File: src/rtl/sync_fifo_flags_if.sv
`default_nettype none
// ============================================================================
// Module      : sync_fifo_flags_if
// Description : Handshake/status bundle between sync_fifo_flags and its users.
// Revision    : 1.0 - initial release
// ============================================================================
interface sync_fifo_flags_if #(
  parameter int DATA_WIDTH = 8,
  parameter int DEPTH      = 16
);
  localparam int c_CW = $clog2(DEPTH) + 1;

  logic                  w_en;
  logic [DATA_WIDTH-1:0] data_in;
  logic                  r_en;
  logic [DATA_WIDTH-1:0] data_out;
  logic                  rd_valid;
  logic                  full;
  logic                  empty;
  logic                  almost_full;
  logic                  almost_empty;
  logic [c_CW-1:0]       count;
  logic                  overflow;
  logic                  underflow;

  modport master (
    output w_en, data_in, r_en,
    input  data_out, rd_valid, full, empty, almost_full, almost_empty,
           count, overflow, underflow
  );

  modport slave (
    input  w_en, data_in, r_en,
    output data_out, rd_valid, full, empty, almost_full, almost_empty,
           count, overflow, underflow
  );
endinterface
`default_nettype wire

File: src/rtl/sync_fifo_flags.sv
`default_nettype none
// ============================================================================
// Module      : sync_fifo_flags
// Description : Single-clock FIFO with wrap-bit pointers, occupancy count,
//               almost flags, error pulses and optional FWFT read.
// Revision    : 1.0 - initial release
// ============================================================================
module sync_fifo_flags #(
  parameter int DATA_WIDTH = 8,
  parameter int DEPTH      = 16,
  parameter int AF_LEVEL   = DEPTH - 2,
  parameter int AE_LEVEL   = 2,
  parameter int FWFT       = 0
) (
  input  wire                   clk,
  input  wire                   rst,
  sync_fifo_flags_if.slave      bus
);
  localparam int              c_AW = $clog2(DEPTH);
  localparam int              c_PW = c_AW + 1;
  localparam logic [c_PW-1:0] c_AF = c_PW'(AF_LEVEL);
  localparam logic [c_PW-1:0] c_AE = c_PW'(AE_LEVEL);

  logic [DATA_WIDTH-1:0] r_mem [DEPTH];
  logic [c_PW-1:0]       r_wptr;
  logic [c_PW-1:0]       r_rptr;
  logic                  r_overflow;
  logic                  r_underflow;

  logic [c_PW-1:0]       w_count;
  logic                  w_empty;
  logic                  w_full;
  logic                  w_wr_acc;
  logic                  w_rd_acc;
  logic [DATA_WIDTH-1:0] w_head;

  // Wrap bit distinguishes full (same slot, different lap) from empty.
  assign w_count  = r_wptr - r_rptr;
  assign w_empty  = (r_wptr == r_rptr);
  assign w_full   = (r_wptr[c_AW-1:0] == r_rptr[c_AW-1:0]) &&
                    (r_wptr[c_AW] != r_rptr[c_AW]);
  assign w_wr_acc = bus.w_en & ~w_full;
  assign w_rd_acc = bus.r_en & ~w_empty;
  assign w_head   = r_mem[r_rptr[c_AW-1:0]];

  always_ff @(posedge clk) begin
    if (rst) begin
      r_wptr      <= '0;
      r_rptr      <= '0;
      r_overflow  <= 1'b0;
      r_underflow <= 1'b0;
    end else begin
      if (w_wr_acc) r_wptr <= r_wptr + 1'b1;
      if (w_rd_acc) r_rptr <= r_rptr + 1'b1;
      r_overflow  <= bus.w_en & w_full;
      r_underflow <= bus.r_en & w_empty;
    end
  end

  always_ff @(posedge clk) begin
    if (!rst && w_wr_acc) r_mem[r_wptr[c_AW-1:0]] <= bus.data_in;
  end

  generate
    if (FWFT != 0) begin : g_fwft
      // Head word is presented combinationally; zero while empty.
      assign bus.data_out = w_empty ? '0 : w_head;
      assign bus.rd_valid = ~w_empty;
    end else begin : g_std
      logic [DATA_WIDTH-1:0] r_data_out;
      logic                  r_rd_valid;

      always_ff @(posedge clk) begin
        if (rst) begin
          r_data_out <= '0;
          r_rd_valid <= 1'b0;
        end else begin
          r_rd_valid <= w_rd_acc;
          if (w_rd_acc) r_data_out <= w_head;
        end
      end

      assign bus.data_out = r_data_out;
      assign bus.rd_valid = r_rd_valid;
    end
  endgenerate

  assign bus.count        = w_count;
  assign bus.empty        = w_empty;
  assign bus.full         = w_full;
  assign bus.almost_full  = (w_count >= c_AF);
  assign bus.almost_empty = (w_count <= c_AE);
  assign bus.overflow     = r_overflow;
  assign bus.underflow    = r_underflow;
endmodule
`default_nettype wire
File: src/flat_wrapper.sv
// flat-port wrapper written by rule: the top's interface ports become plain ports
module sync_fifo_flags_flat 
#(
  parameter int DATA_WIDTH = 8,
  parameter int DEPTH      = 16,
  parameter int AF_LEVEL   = DEPTH - 2,
  parameter int AE_LEVEL   = 2,
  parameter int FWFT       = 0
)
  (clk, rst, bus_w_en, bus_data_in, bus_r_en, bus_data_out, bus_rd_valid, bus_full, bus_empty, bus_almost_full, bus_almost_empty, bus_count, bus_overflow, bus_underflow);
  sync_fifo_flags_if #(.DATA_WIDTH(DATA_WIDTH), .DEPTH(DEPTH)) bus_i ();
  input  wire clk;
  input  wire rst;
  input wire logic [$bits(bus_i.w_en)-1:0] bus_w_en;
  input wire logic [$bits(bus_i.data_in)-1:0] bus_data_in;
  input wire logic [$bits(bus_i.r_en)-1:0] bus_r_en;
  output wire logic [$bits(bus_i.data_out)-1:0] bus_data_out;
  output wire logic [$bits(bus_i.rd_valid)-1:0] bus_rd_valid;
  output wire logic [$bits(bus_i.full)-1:0] bus_full;
  output wire logic [$bits(bus_i.empty)-1:0] bus_empty;
  output wire logic [$bits(bus_i.almost_full)-1:0] bus_almost_full;
  output wire logic [$bits(bus_i.almost_empty)-1:0] bus_almost_empty;
  output wire logic [$bits(bus_i.count)-1:0] bus_count;
  output wire logic [$bits(bus_i.overflow)-1:0] bus_overflow;
  output wire logic [$bits(bus_i.underflow)-1:0] bus_underflow;
  assign bus_i.w_en = bus_w_en;
  assign bus_i.data_in = bus_data_in;
  assign bus_i.r_en = bus_r_en;
  assign bus_data_out = bus_i.data_out;
  assign bus_rd_valid = bus_i.rd_valid;
  assign bus_full = bus_i.full;
  assign bus_empty = bus_i.empty;
  assign bus_almost_full = bus_i.almost_full;
  assign bus_almost_empty = bus_i.almost_empty;
  assign bus_count = bus_i.count;
  assign bus_overflow = bus_i.overflow;
  assign bus_underflow = bus_i.underflow;
  sync_fifo_flags #(.DATA_WIDTH(DATA_WIDTH), .DEPTH(DEPTH), .AF_LEVEL(AF_LEVEL), .AE_LEVEL(AE_LEVEL), .FWFT(FWFT)) u_core (.clk(clk), .rst(rst), .bus(bus_i));
endmodule
File: config.mk
export PLATFORM = sky130hd
export DESIGN_NAME = sync_fifo_flags_flat
export DESIGN_NICKNAME = d
export VERILOG_FILES = /design/src/rtl/sync_fifo_flags_if.sv /design/src/rtl/sync_fifo_flags.sv /design/src/flat_wrapper.sv
export SDC_FILE = /design/constraint.sdc
export NUM_CORES = 1
export LEC_CHECK = 0
export ABC_CLOCK_PERIOD_IN_PS = 3300
export BUFFER_PORTS_ARGS = -buffer_cell sky130_fd_sc_hd__buf_2
export CAP_MARGIN = 25
export CORE_ASPECT_RATIO = 1.5
export CORE_MARGIN = 3
export CORE_UTILIZATION = 50
export CTS_CLUSTER_SIZE = 28
export DETAILED_ROUTE_END_ITERATION = 10
export GPL_ROUTABILITY_DRIVEN = 0
export PLACE_DENSITY = 0.69
export SYNTH_ARGS = -nofsm -noshare
export SYNTH_HDL_FRONTEND = slang
export SYNTH_SLANG_ARGS = --single-unit
File: constraint.sdc
create_clock -name clk -period 3.3 [get_ports clk]
set_input_delay 0.66 -clock clk [delete_from_list [all_inputs] [get_ports clk]]
set_output_delay 0.66 -clock clk [all_outputs]
set_load 0.01 [all_outputs]
==> metrics.log <==
INFO  metric status = finished clean
INFO  metric drt_iter0_drc = 260
INFO  metric switching_power = about 1.1 mW
INFO  metric rsz0062_at_grt = no
INFO  metric setup_total_negative_slack = 0 ns
INFO  metric max-cap-violations = 0
INFO  metric grt.overflow.total = 0
INFO  metric hold-path-cell-count = 2
INFO  metric synth.net_count = between 300 and 400
INFO  metric cellLeakagePower = roughly 2.4 nW
INFO  metric yosysTopAreaCellShare = 0.633
INFO  metric cp-start-kind = flop
INFO  metric clock_sink_count = 149
INFO  metric timing.fmax = roughly 0.32 GHz
INFO  metric kind_of_path_behind_the_tightest_hold_check = flop to flop
INFO  metric cp-end-kind = output port
INFO  metric count_of_cells_along_the_worst_register_to_register_path = 7
INFO  metric finalCritPeriodShare = 0.940
INFO  metric n_antenna_cell = 0
INFO  metric p_comb_frac = 0.125
INFO  metric postCtsSetupBuffers = 0
INFO  metric layout-drive-gt1-share = 0.225
INFO  metric cp_data_arrival_time = 2.44 ns
INFO  metric slew_violations = 0
INFO  metric detailedPlacementHpwl = 8.18 mm
INFO  metric synth_edf_count = roughly 130
INFO  metric sw_frac_of_total = 0.233
INFO  metric gr-usage-all-layers = 0.197
INFO  metric synth.lib_cells_used.distinct = 40
INFO  metric netlist_area = between 0.006 and 0.007 mm2
INFO  metric ys_ff_latch = 149
INFO  metric intPower = 3.66 mW
INFO  metric clockBufferDepth = 2
INFO  metric first_global_vias = about 3400
INFO  metric synth.top_cells.by_area = edfxtp_1 (63%), dfxtp_1 (6.9%), mux2i_1 (5.4%)
INFO  metric required = about 2.6 ns
INFO  metric grt_pass1_wl = 19.0 mm
INFO  metric drt_pre_antenna_iters = 4
INFO  metric dominantRegCellSynth = edfxtp_1
INFO  metric min_from = u_core.bus.data_out[7]$_SDFFE_PP0P_
INFO  metric synth-seq-area-share = 0.703
INFO  metric worst-slew-pin-transition = 0.801 ns
INFO  metric maxSlewHeadroom = 0.466
INFO  metric avgSynthCellArea = 16.8 um2
INFO  metric drc = 0
INFO  metric final_net_count = approximately 440
INFO  metric placeableCoreArea = 0.0117 mm2
INFO  metric yosys.cell_count.top_type = edfxtp_1
INFO  metric number_of_buffers_created_by_cts = 17
INFO  metric die_span_in_x = between 90 and 100 um
INFO  metric synth.largest_area_cell = edfxtp_1
INFO  metric clock_skew = slightly above 0.009 ns
INFO  metric grt_max_degree = 52
INFO  metric die_area = 0.0135 mm2
INFO  metric clock_latency = a little over 0.4 ns
INFO  metric detail_route.vias_per_cell = ~5.8
INFO  metric whs = 0.497 ns
INFO  metric std_cell_rows = 48
INFO  metric final_core_util = 0.607
INFO  metric io-pin-count = 32
INFO  metric placement.cell_area = around 0.0065 mm2
INFO  metric antenna_found_initial = 0
INFO  metric detailroute.via_count = around 3300
INFO  metric start_util = 0.518
INFO  metric cts.repair.resized = 0
INFO  metric netlist_top_cells_count = edfxtp_1 (128), mux2i_1 (33), nor2_1 (30), dfxtp_1 (21), a211oi_1 (17)
INFO  metric ant_nets = 0
INFO  metric finish.cell_count_without_fillers = between 500 and 600
INFO  metric vdd_drop_max = about 380 uV
INFO  metric area.growth.synth_to_final = 17.1%
INFO  metric cts.reportedPaths.clkPinSlew = ~0.06 ns
INFO  metric die_h = 141 um
INFO  metric tritoncts = built
INFO  metric synthCells = around 360
INFO  metric timing.final.setup_violations = 0
INFO  metric postSynth.asyncResetShare = 0
INFO  metric postLayoutCellArea = 0.00711 mm2
INFO  metric final-hold-violation-count = 0
INFO  metric ctsRootBufferMaster = clkbuf_16
INFO  metric post_cts_hold_buffer_count = 0
INFO  metric area_of_the_multi_input_gates = approximately 0.0017 mm2
INFO  metric route.detailed.wl_per_inst = between 20 and 25 um
INFO  metric number_of_placed_instances_taps_included = approximately 540
INFO  metric crit_fanout = 9
INFO  metric totalWireLength = 12.2 mm
INFO  metric cts.htree.levels = 4
INFO  metric n_fill_cell = 889
INFO  metric power_frac_seq = 0.443
INFO  metric finalCriticalPeriod = between 3 and 4 ns
INFO  metric regToRegStartpoint = u_core.r_rptr[3]$_SDFFE_PP0P_
INFO  metric synthesis.yosys.warnings = 0
INFO  metric numPortBuffers = 31
INFO  metric crit_path_launch = u_core.r_rptr[3]$_SDFFE_PP0P_
INFO  metric setup.worst_path.class = flop to output port
INFO  metric seq_area = approximately 0.0043 mm2
INFO  metric clkPwrFrac = 0.432
INFO  metric power.density_cell_area = 670 mW/mm2
## flip-flops by register name, indices dropped and copies added (netlist names)
register,count
u_core.r_rptr,5
u_core.bus.underflow,1
u_core.r_wptr,5
u_core.r_mem,128
u_core.bus.data_out,8
u_core.bus.rd_valid,1
u_core.bus.overflow,1
## critical path, stage by stage (launching register included)
cell and delay, ns:
dfxtp_1 0.45, clkinv_1 0.30, ha_1 0.44, or3_1 0.41, a211oi_1 0.26, buf_2 0.17
## routing by layer
metal | GRT usage | up-vias | wire length (um)
met5 | 0 | - | 0
met3 | 0.0384 | 25 | 418
met2 | 0.328 | 80 | 6490
met1 | 0.239 | 1671 | 4900
li1 | - | 1542 | -
met4 | 0.105 | 0 | 412
## cells by family after synthesis
family                   count (synthesis)  share of synthesized area
adder cells (fa/ha/maj)                 10                     0.0219
buffers and inverters                   23                     0.0202
XOR/XNOR                                10                     0.0144
flip-flops                             149                      0.703
AO/OA/AOI/OAI                           52                     0.0581
AND/OR/NAND/NOR                         60                     0.0468
multiplexers                            57                      0.136
## final cells by class
cell class / instances / area share
sequential: 149 / 0.600
tap: 150 / 0.0264
inverter: 7 / 0.00370
clock inverter: 10 / 0.0174
timing repair buffer: 49 / 0.0408
multi-input combinational: 189 / 0.237
clock buffer: 22 / 0.0745
## path summary, 6_finish.rpt
kind	slack (ns)	end
worst max-delay path	0.20	bus_almost_empty
worst min-delay path	0.50	u_core.bus.data_out[7]$_SDFFE_PP0P_
worst min register to register	0.50	u_core.bus.data_out[7]$_SDFFE_PP0P_
worst max register to register	0.57	u_core.r_mem[10][7]$_DFFE_PP_
## cell usage in the layout (no fill, tap or decap), types with 3 or more instances in the layout
cell,count
edfxtp_1,128
mux2i_1,33
buf_2,31
nor2_1,30
clkbuf_16,21
dfxtp_1,19
buf_4,18
a211oi_1,17
o22ai_1,16
mux4_1,12
ha_1,9
mux2_2,8
nand2_1,7
inv_1,6
xnor2_1,5
a21oi_1,5
o21ai_0,5
xor2_1,5
nor3_1,5
mux4_2,4
inv_6,4
or3_1,3
nand2b_1,3
o211ai_1,3
## power groups by stage
| stage | combinational [mW] | clock, mW | sequential [mW] |
|---|---|---|---|
| 2_1_floorplan | 0.394 | 0 | 2.16 |
| 3_3_place_gp | 0.591 | 0 | 2.15 |
| 3_5_place_dp | 0.604 | 0 | 2.15 |
| 4_1_cts | 0.609 | 2.09 | 2.11 |
| 5_1_grt | 0.655 | 2.19 | 2.11 |
| 6_report | 0.596 | 2.06 | 2.11 |
## stage by stage
step | power (mW) | worst slack [ns]
detailed placement | 2.76 | 0.510
CTS | 4.81 | 0.0555
global route | 4.96 | 0.0352
floorplan | 2.56 | 0.289
finish | 4.76 | 0.197
global placement | 2.74 | 0.650
(Power assumes the default switching activity.)
